<file path="src/rtl/twiddle_index_if.sv">
// Stage-in / twiddle-index-out bundle between the FFT stage counter and the twiddle ROM.
interface twiddle_index_if;
  logic [2:0] stage_count_out;
  logic [2:0] index_val;

  modport master (output stage_count_out, input  index_val);
  modport slave  (input  stage_count_out, output index_val);
endinterface

</file>
<file path="src/rtl/twiddle_index.sv">
// Twiddle index generator for an 8-point radix-2 DIT FFT: k = (c mod 2^s) * 2^(2-s),
// with the butterfly count c tracked per stage and the result registered (1-cycle latency).
module twiddle_index (
  input  logic           clk,
  input  logic           nrst,
  twiddle_index_if.slave tw
);

  logic [2:0] prev_stage;
  logic [1:0] bfly;
  logic [2:0] index_q;

  logic       invalid;
  logic [1:0] c;
  logic [2:0] index_nxt;
  logic [1:0] bfly_nxt;

  // A new or invalid stage restarts the butterfly count on this same edge.
  always_comb begin
    invalid   = (tw.stage_count_out > 3'd2);
    c         = (invalid || (tw.stage_count_out != prev_stage)) ? 2'd0 : bfly;
    bfly_nxt  = invalid ? 2'd0 : c + 2'd1;
    index_nxt = 3'd0;
    case (tw.stage_count_out)
      3'd1:    index_nxt = {1'b0, c[0], 1'b0};
      3'd2:    index_nxt = {1'b0, c};
      default: index_nxt = 3'd0;
    endcase
  end

  always_ff @(posedge clk) begin
    if (nrst) begin
      prev_stage <= 3'd0;
      bfly       <= 2'd0;
      index_q    <= 3'd0;
    end else begin
      prev_stage <= tw.stage_count_out;
      bfly       <= bfly_nxt;
      index_q    <= index_nxt;
    end
  end

  assign tw.index_val = index_q;

endmodule

</file>
<file path="src/flat_wrapper.sv">
// flat-port wrapper written by rule: the top's interface ports become plain ports
module twiddle_index_flat 
  (clk, nrst, tw_stage_count_out, tw_index_val);
  twiddle_index_if tw_i ();
  input  logic clk;
  input  logic nrst;
  input wire logic [$bits(tw_i.stage_count_out)-1:0] tw_stage_count_out;
  output wire logic [$bits(tw_i.index_val)-1:0] tw_index_val;
  assign tw_i.stage_count_out = tw_stage_count_out;
  assign tw_index_val = tw_i.index_val;
  twiddle_index u_core (.clk(clk), .nrst(nrst), .tw(tw_i));
endmodule
</file>
<file path="config.mk">
export PLATFORM = sky130hd
export DESIGN_NAME = twiddle_index_flat
export DESIGN_NICKNAME = d
export VERILOG_FILES = /design/src/rtl/twiddle_index_if.sv /design/src/rtl/twiddle_index.sv /design/src/flat_wrapper.sv
export SDC_FILE = /design/constraint.sdc
export NUM_CORES = 1
export LEC_CHECK = 0
export BUFFER_PORTS_ARGS = -buffer_cell sky130_fd_sc_hd__buf_2
export CORE_AREA = 2 2 39 41
export CTS_BUF_LIST = sky130_fd_sc_hd__clkbuf_16
export CTS_CLUSTER_DIAMETER = 30
export DETAILED_ROUTE_END_ITERATION = 10
export DIE_AREA = 0 0 41 43
export PLACE_DENSITY = 0.4
export SLEW_MARGIN = 20
export SYNTH_ARGS = -nofsm -noshare
export SYNTH_HDL_FRONTEND = slang
export SYNTH_SLANG_ARGS = --single-unit
</file>
<file path="constraint.sdc">
create_clock -name clk -period 1.1 [get_ports clk]
set_input_delay 0.33 -clock clk [delete_from_list [all_inputs] [get_ports clk]]
set_output_delay 0.33 -clock clk [all_outputs]
set_load 0.005 [all_outputs]
</file>
==> impl_metrics.json, run 1 <==
{
  "worstPathArrival_ps": 1210,
  "cp-end-kind": "flip-flop",
  "crit_path_max_fanout": 4,
  "insertion_delay_ps": 230,
  "ctsHtreeMaxLevel": 1,
  "p_per_area_mw_per_mm2": 2100,
  "finalSetupViolCount": 0,
  "finalCriticalPeriod_ps": 1030,
  "power_leakage_uw": 0.000180,
  "rsz0062_at_grt": "yes",
  "ctsResizeCount": 0,
  "clock.fmax_mhz": 972,
  "ctsHoldBuffers": 0,
  "synth_fp_nets": 33,
  "core-area_sq_mm": 0.00138,
  "seq_area_frac_synth_pct": 46.3,
  "required_ps": 1280,
  "wl_per_cell_um": 10.0,
  "drt_iter0_drc": 6,
  "final_common_cell": "dfxtp_1",
  "status": "finished clean",
  "p_switching_uw": 181,
  "cts_tree": "yes",
  "initial_core_util_pct": 21.9,
  "netlist_area_sq_um": 303,
  "gp_congestion": 0.724,
  "clock-sinks": 7,
  "crit_path_top_delay_cell": "dfxtp_1",
  "finalHoldViolations": 0,
  "multi_input_area_sq_um": 158,
  "cts_buffers": 3,
  "clkSlewWorstSetupHoldPaths_ps": 40,
  "grt_pass1_wl_um": 993,
  "synthCells": 28,
  "antenna_found_initial": 0,
  "path_cells": "and4bb_1, a22oi_2, o21ba_1",
  "gr-total-overflow": 0,
  "ys_ff_latch": 7,
  "clock_tree.buffer_depth": 2,
  "finalMaxSlewViolations": 0,
  "die_area_sq_mm": 0.00176,
  "switching_share_pct": 19.1,
  "vias_per_cell": 4.39,
  "cts_root_buf": "clkbuf_16",
  "fin_crit_sh_pct": 93.5,
  "post-cts-setup-buffer-count": 0,
  "cp_top_family": "compound AO/OA/AOI/OAI gates",
  "pwr-share-clk_pct": 65.8,
  "peakVddDrop_uv": 984,
  "routed_wl_um": 562,
  "criticalPathCategory": "flip-flop to flip-flop",
  "p_comb_share_pct": 5.9,
  "fin_tns_setup_ps": 0,
  "rows": 14,
  "final_util_pct": 32.8,
  "fillCellCount": 154,
  "syn_to_final_growth_pct": 50.0,
  "ys_types": 18,
  "avgSynthCellArea_sq_um": 10.8,
  "yosys_warnings": 0,
  "ios": 8,
  "vias": 246,
  "power.internal_uw": 770,
  "io_buffer_count": 6,
  "postRouteAntennaNets": 0,
  "layout.nets": 46,
  "seq_power_share_pct": 28.3,
  "finalClockSkew_ps": 0.294,
  "maxCapViolCount": 0,
  "mostFrequentLayoutCells": "dfxtp_1 (7), buf_2 (6), nor2b_1 (3), clkbuf_16 (3), buf_4 (3)",
  "hold_class": "input pin to flip-flop",
  "p_total_uw": 952,
  "drcViolationCount": 0,
  "die_h_um": 43,
  "seqCellArea_sq_um": 140,
  "antennaDiodeCount": 0,
  "critPathMaxStageDelay_ps": 320,
  "worst-path-buf-inv": 0,
  "grt_max_degree": 7,
  "groute.usage.overall_pct": 8.76,
  "grt_pass1_vias": 238,
  "first_pass_iters": 2,
  "die_width_um": 41,
  "drive_gt1_share_pct": 45.0,
  "critPathLaunchType": "flip-flop"
}
routing by layer:
| metal | part of all wire [%] | up-vias | GRT usage [%] |
|---|---|---|---|
| li1 | - | 121 | - |
| met1 | 45 | 115 | 10.7 |
| met2 | 47 | 8 | 12.2 |
| met3 | 5.5 | 2 | 3.14 |
| met4 | 2.1 | 0 | 6.00 |
| met5 | 0 | - | 0 |
power by group through the flow:
| stage | logic [uW] | clock network, uW | registers [uW] |
|---|---|---|---|
| finish | 56.6 | 626 | 269 |
| detailed placement | 55.6 | 0 | 273 |
| global placement | 53.8 | 0 | 273 |
| floorplan | 28.3 | 0 | 272 |
| CTS | 55.6 | 637 | 269 |
| global route | 62.5 | 658 | 270 |
synth_stat cells, drive strengths merged:
cell type	count	area (sq um)
dfxtp	7	140
nor2b	3	18.8
nand3b	2	15.0
nor4	2	18.8
xnor2	2	17.5
a211o	1	10.0
a22oi	1	12.5
and4bb	1	12.5
buf	1	7.51
conb	1	3.75
inv	1	3.75
nand2	1	3.75
nor2	1	3.75
nor3	1	5.00
nor4b	1	15.0
o21ai	1	5.00
o21ba	1	10.0
final cells by class:
type,instances,area share [%]
multi-input combinational,19,34.7
sequential,7,30.9
clock buffer,3,16.5
timing repair buffer,9,11.6
tap,16,4.41
clock inverter,1,1.10
inverter,1,0.826
worst reg2reg max path, stage by stage (launching register included):
cell and delay [ps]:
dfxtp_1 320, and4bb_1 220, a22oi_2 280, o21ba_1 150
through the flow:
stage / hold WS [ps] / instances / instance area, sq um / worst slack, ps
floorplan: 401 / 28 / 303 / 103
global placement: 508 / 52 / 368 / -110
detailed placement: 506 / 52 / 368 / -130
CTS: 357 / 56 / 448 / 20.6
global route: 372 / 56 / 454 / -9.83
finish: 372 / 56 / 454 / 71.2
sequential cells by signal, summed over array words and instances, names as in the netlist:
name	count
u_core.tw.index_val	2
u_core.prev_stage	3
u_core.bfly	2
cells by family (layout without fill, tap and decap cells):
group	count (synthesis)	after routing	share of synthesized area, %
AOI/OAI and AO/OA	4	4	12.4
and+or+nand+nor	12	12	30.6
xor gates and xnor gates	2	2	5.79
buffers and inverters	2	14	3.72
other	1	1	1.24
DFF	7	7	46.3
final timing paths:
path                                       startpoint                endpoint  slack, ps  cells after the start
worst max-delay path             u_core.prev_stage[1]          u_core.bfly[0]         70                      3
worst min-delay path            tw_stage_count_out[2]  u_core.tw.index_val[0]        370                      2
worst max register to register   u_core.prev_stage[1]          u_core.bfly[0]         70                      3
worst min register to register         u_core.bfly[0]  u_core.tw.index_val[0]        530                      2
Power figures use the tool's default switching activity.
==> run 2: changes to the inputs <==
--- a/config.mk
+++ b/config.mk
@@ -12,6 +12,7 @@
 export DETAILED_ROUTE_END_ITERATION = 10
 export DIE_AREA = 0 0 41 43
 export PLACE_DENSITY = 0.4
+export RECOVER_POWER = 50
 export SLEW_MARGIN = 20
 export SYNTH_ARGS = -nofsm -noshare
 export SYNTH_HDL_FRONTEND = slang
==> run 2 against run 1 <==
Power fell by 0.19%. Wire length rose by 0.53%. Sequential power barely moved. Sequential share of layout area rose by 0.34 points. Die area did not move. Critical endpoint unchanged. Core utilization fell by 0.36 points. Critical path depth did not move. Clock skew barely moved. Via count fell by 0.81%. Sequential cell count did not move. Register-to-register slack barely moved. Count of clock-buffer cells in the layout did not move.
==> impl_metrics.json, run 2 (synthesis results as in run 1) <==
{
  "status": "finished clean",
  "vias_per_cell": 4.36,
  "drive_gt1_share_pct": 40.0,
  "routed_wl_um": 565,
  "clock_tree.buffer_depth": 2,
  "cts_tree": "yes",
  "layout.nets": 46,
  "multi_input_area_sq_um": 158,
  "grt_pass1_vias": 238,
  "finalMaxSlewViolations": 0,
  "cp-end-kind": "flip-flop",
  "peakVddDrop_uv": 982,
  "clock.fmax_mhz": 972,
  "clock-sinks": 7,
  "insertion_delay_ps": 230,
  "antenna_found_initial": 0,
  "die_area_sq_mm": 0.00176,
  "power.internal_uw": 768,
  "power_leakage_uw": 0.000174,
  "place_ws_ps": -130,
  "gp_congestion": 0.724,
  "finalClockSkew_ps": 0.381,
  "groute.usage.overall_pct": 8.76,
  "hold_class": "input pin to flip-flop",
  "fin_crit_sh_pct": 93.6,
  "rr_worst_depth": 3,
  "worstPathArrival_ps": 1210,
  "critPathLaunchType": "flip-flop",
  "finalCriticalPeriod_ps": 1030,
  "p_per_area_mw_per_mm2": 2110,
  "final_util_pct": 32.5,
  "ctsHoldBuffers": 0,
  "regMostFlops": "u_core.prev_stage",
  "seqCellArea_sq_um": 140,
  "place_area_sq_um": 368,
  "ios": 8,
  "seq_power_share_pct": 28.3,
  "antennaDiodeCount": 0,
  "first_pass_iters": 2,
  "rows": 14,
  "mostFrequentLayoutCells": "dfxtp_1 (7), buf_2 (5), nor2b_1 (3), clkbuf_16 (3)",
  "layout.cells.non_filler": 56,
  "crit_start": "u_core.prev_stage[1]",
  "finalSetupViolCount": 0,
  "finalHoldViolations": 0,
  "fin_area_sq_um": 449,
  "cts_root_buf": "clkbuf_16",
  "place_inst": 52,
  "pwr-share-clk_pct": 65.9,
  "drcViolationCount": 0,
  "setup_ws_ps": 70.9,
  "min_from": "tw_stage_count_out[2]",
  "hold_depth": 2,
  "grt_max_degree": 7,
  "final_common_cell": "dfxtp_1",
  "regToRegSetupSlack_ps": 70,
  "syn_to_final_growth_pct": 48.3,
  "regToRegStartpoint": "u_core.prev_stage[1]",
  "core-area_sq_mm": 0.00138,
  "holdPathEnd": "u_core.tw.index_val[0]",
  "crit_path_max_fanout": 4,
  "die_h_um": 43,
  "cts_buffers": 3,
  "drt_iter0_drc": 6,
  "gr-total-overflow": 0,
  "p_switching_uw": 182,
  "switching_share_pct": 19.1,
  "wl_per_cell_um": 10.1,
  "vias": 244,
  "grt_pass1_wl_um": 993,
  "fillCellCount": 155,
  "die_width_um": 41,
  "rsz0062_at_grt": "yes",
  "io_buffer_count": 6,
  "required_ps": 1280,
  "p_comb_share_pct": 5.7,
  "postRouteAntennaNets": 0,
  "r2r_end": "u_core.bfly[0]",
  "initial_core_util_pct": 21.9,
  "ctsHtreeMaxLevel": 1,
  "criticalPathCategory": "flip-flop to flip-flop",
  "clkSlewWorstSetupHoldPaths_ps": 40,
  "holdWs_ps": 371,
  "largest_reg_flops": 3,
  "maxCapViolCount": 0
}
## run 2: layer usage
layer	GRT usage (%)	up-vias	wire length (um)
li1	-	121	-
met1	10.7	113	257
met2	12.2	8	262
met3	3.14	2	32
met4	6.00	0	12
met5	0	-	0
## run 2: cell type report
type / instances / share of cell area (%)
Clock inverter: 1 / 1.11
Inverter: 1 / 0.836
Multi-Input combinational cell: 19 / 35.1
Sequential cell: 7 / 31.2
Timing Repair Buffer: 9 / 10.6
Tap cell: 16 / 4.46
Clock buffer: 3 / 16.7
## run 2: worst max-delay path by stage
stage / to / cells past startpoint / slack, ps
final: u_core.bfly[0] / 3 / 70
after global routing: u_core.bfly[0] / 3 / -10
after CTS: u_core.tw.index_val[0] / 3 / 20
after detailed placement: u_core.tw.index_val[0] / 4 / -130
after global placement: u_core.tw.index_val[0] / 4 / -110
after floorplan: u_core.tw.index_val[0] / 3 / 100
## run 2: power by group through the flow
stage,combinational (uW),clock [uW],sequential (uW)
6_report,54.5,626,269
3_5_place_dp,55.6,0,273
5_1_grt,60.5,658,270
2_1_floorplan,28.3,0,272
3_3_place_gp,53.8,0,273
4_1_cts,55.6,637,269
## run 2: through the flow
step / power [uW] / setup TNS (ps)
3_3_place_gp: 327 / -276
3_5_place_dp: 329 / -330
4_1_cts: 962 / 0
6_report: 950 / 0
2_1_floorplan: 301 / 0
5_1_grt: 988 / -9.83
## run 2: timing repair
item / CTS / global route
endpoints found under the setup margin: 0 / 1
setup buffers: 0 / 0
gates resized for setup: 0 / 1
## run 2: worst max-delay path: stages, from the launching register on
cell and delay, ps:
dfxtp_1 320, and4bb_1 220, a22oi_2 280, o21ba_1 150
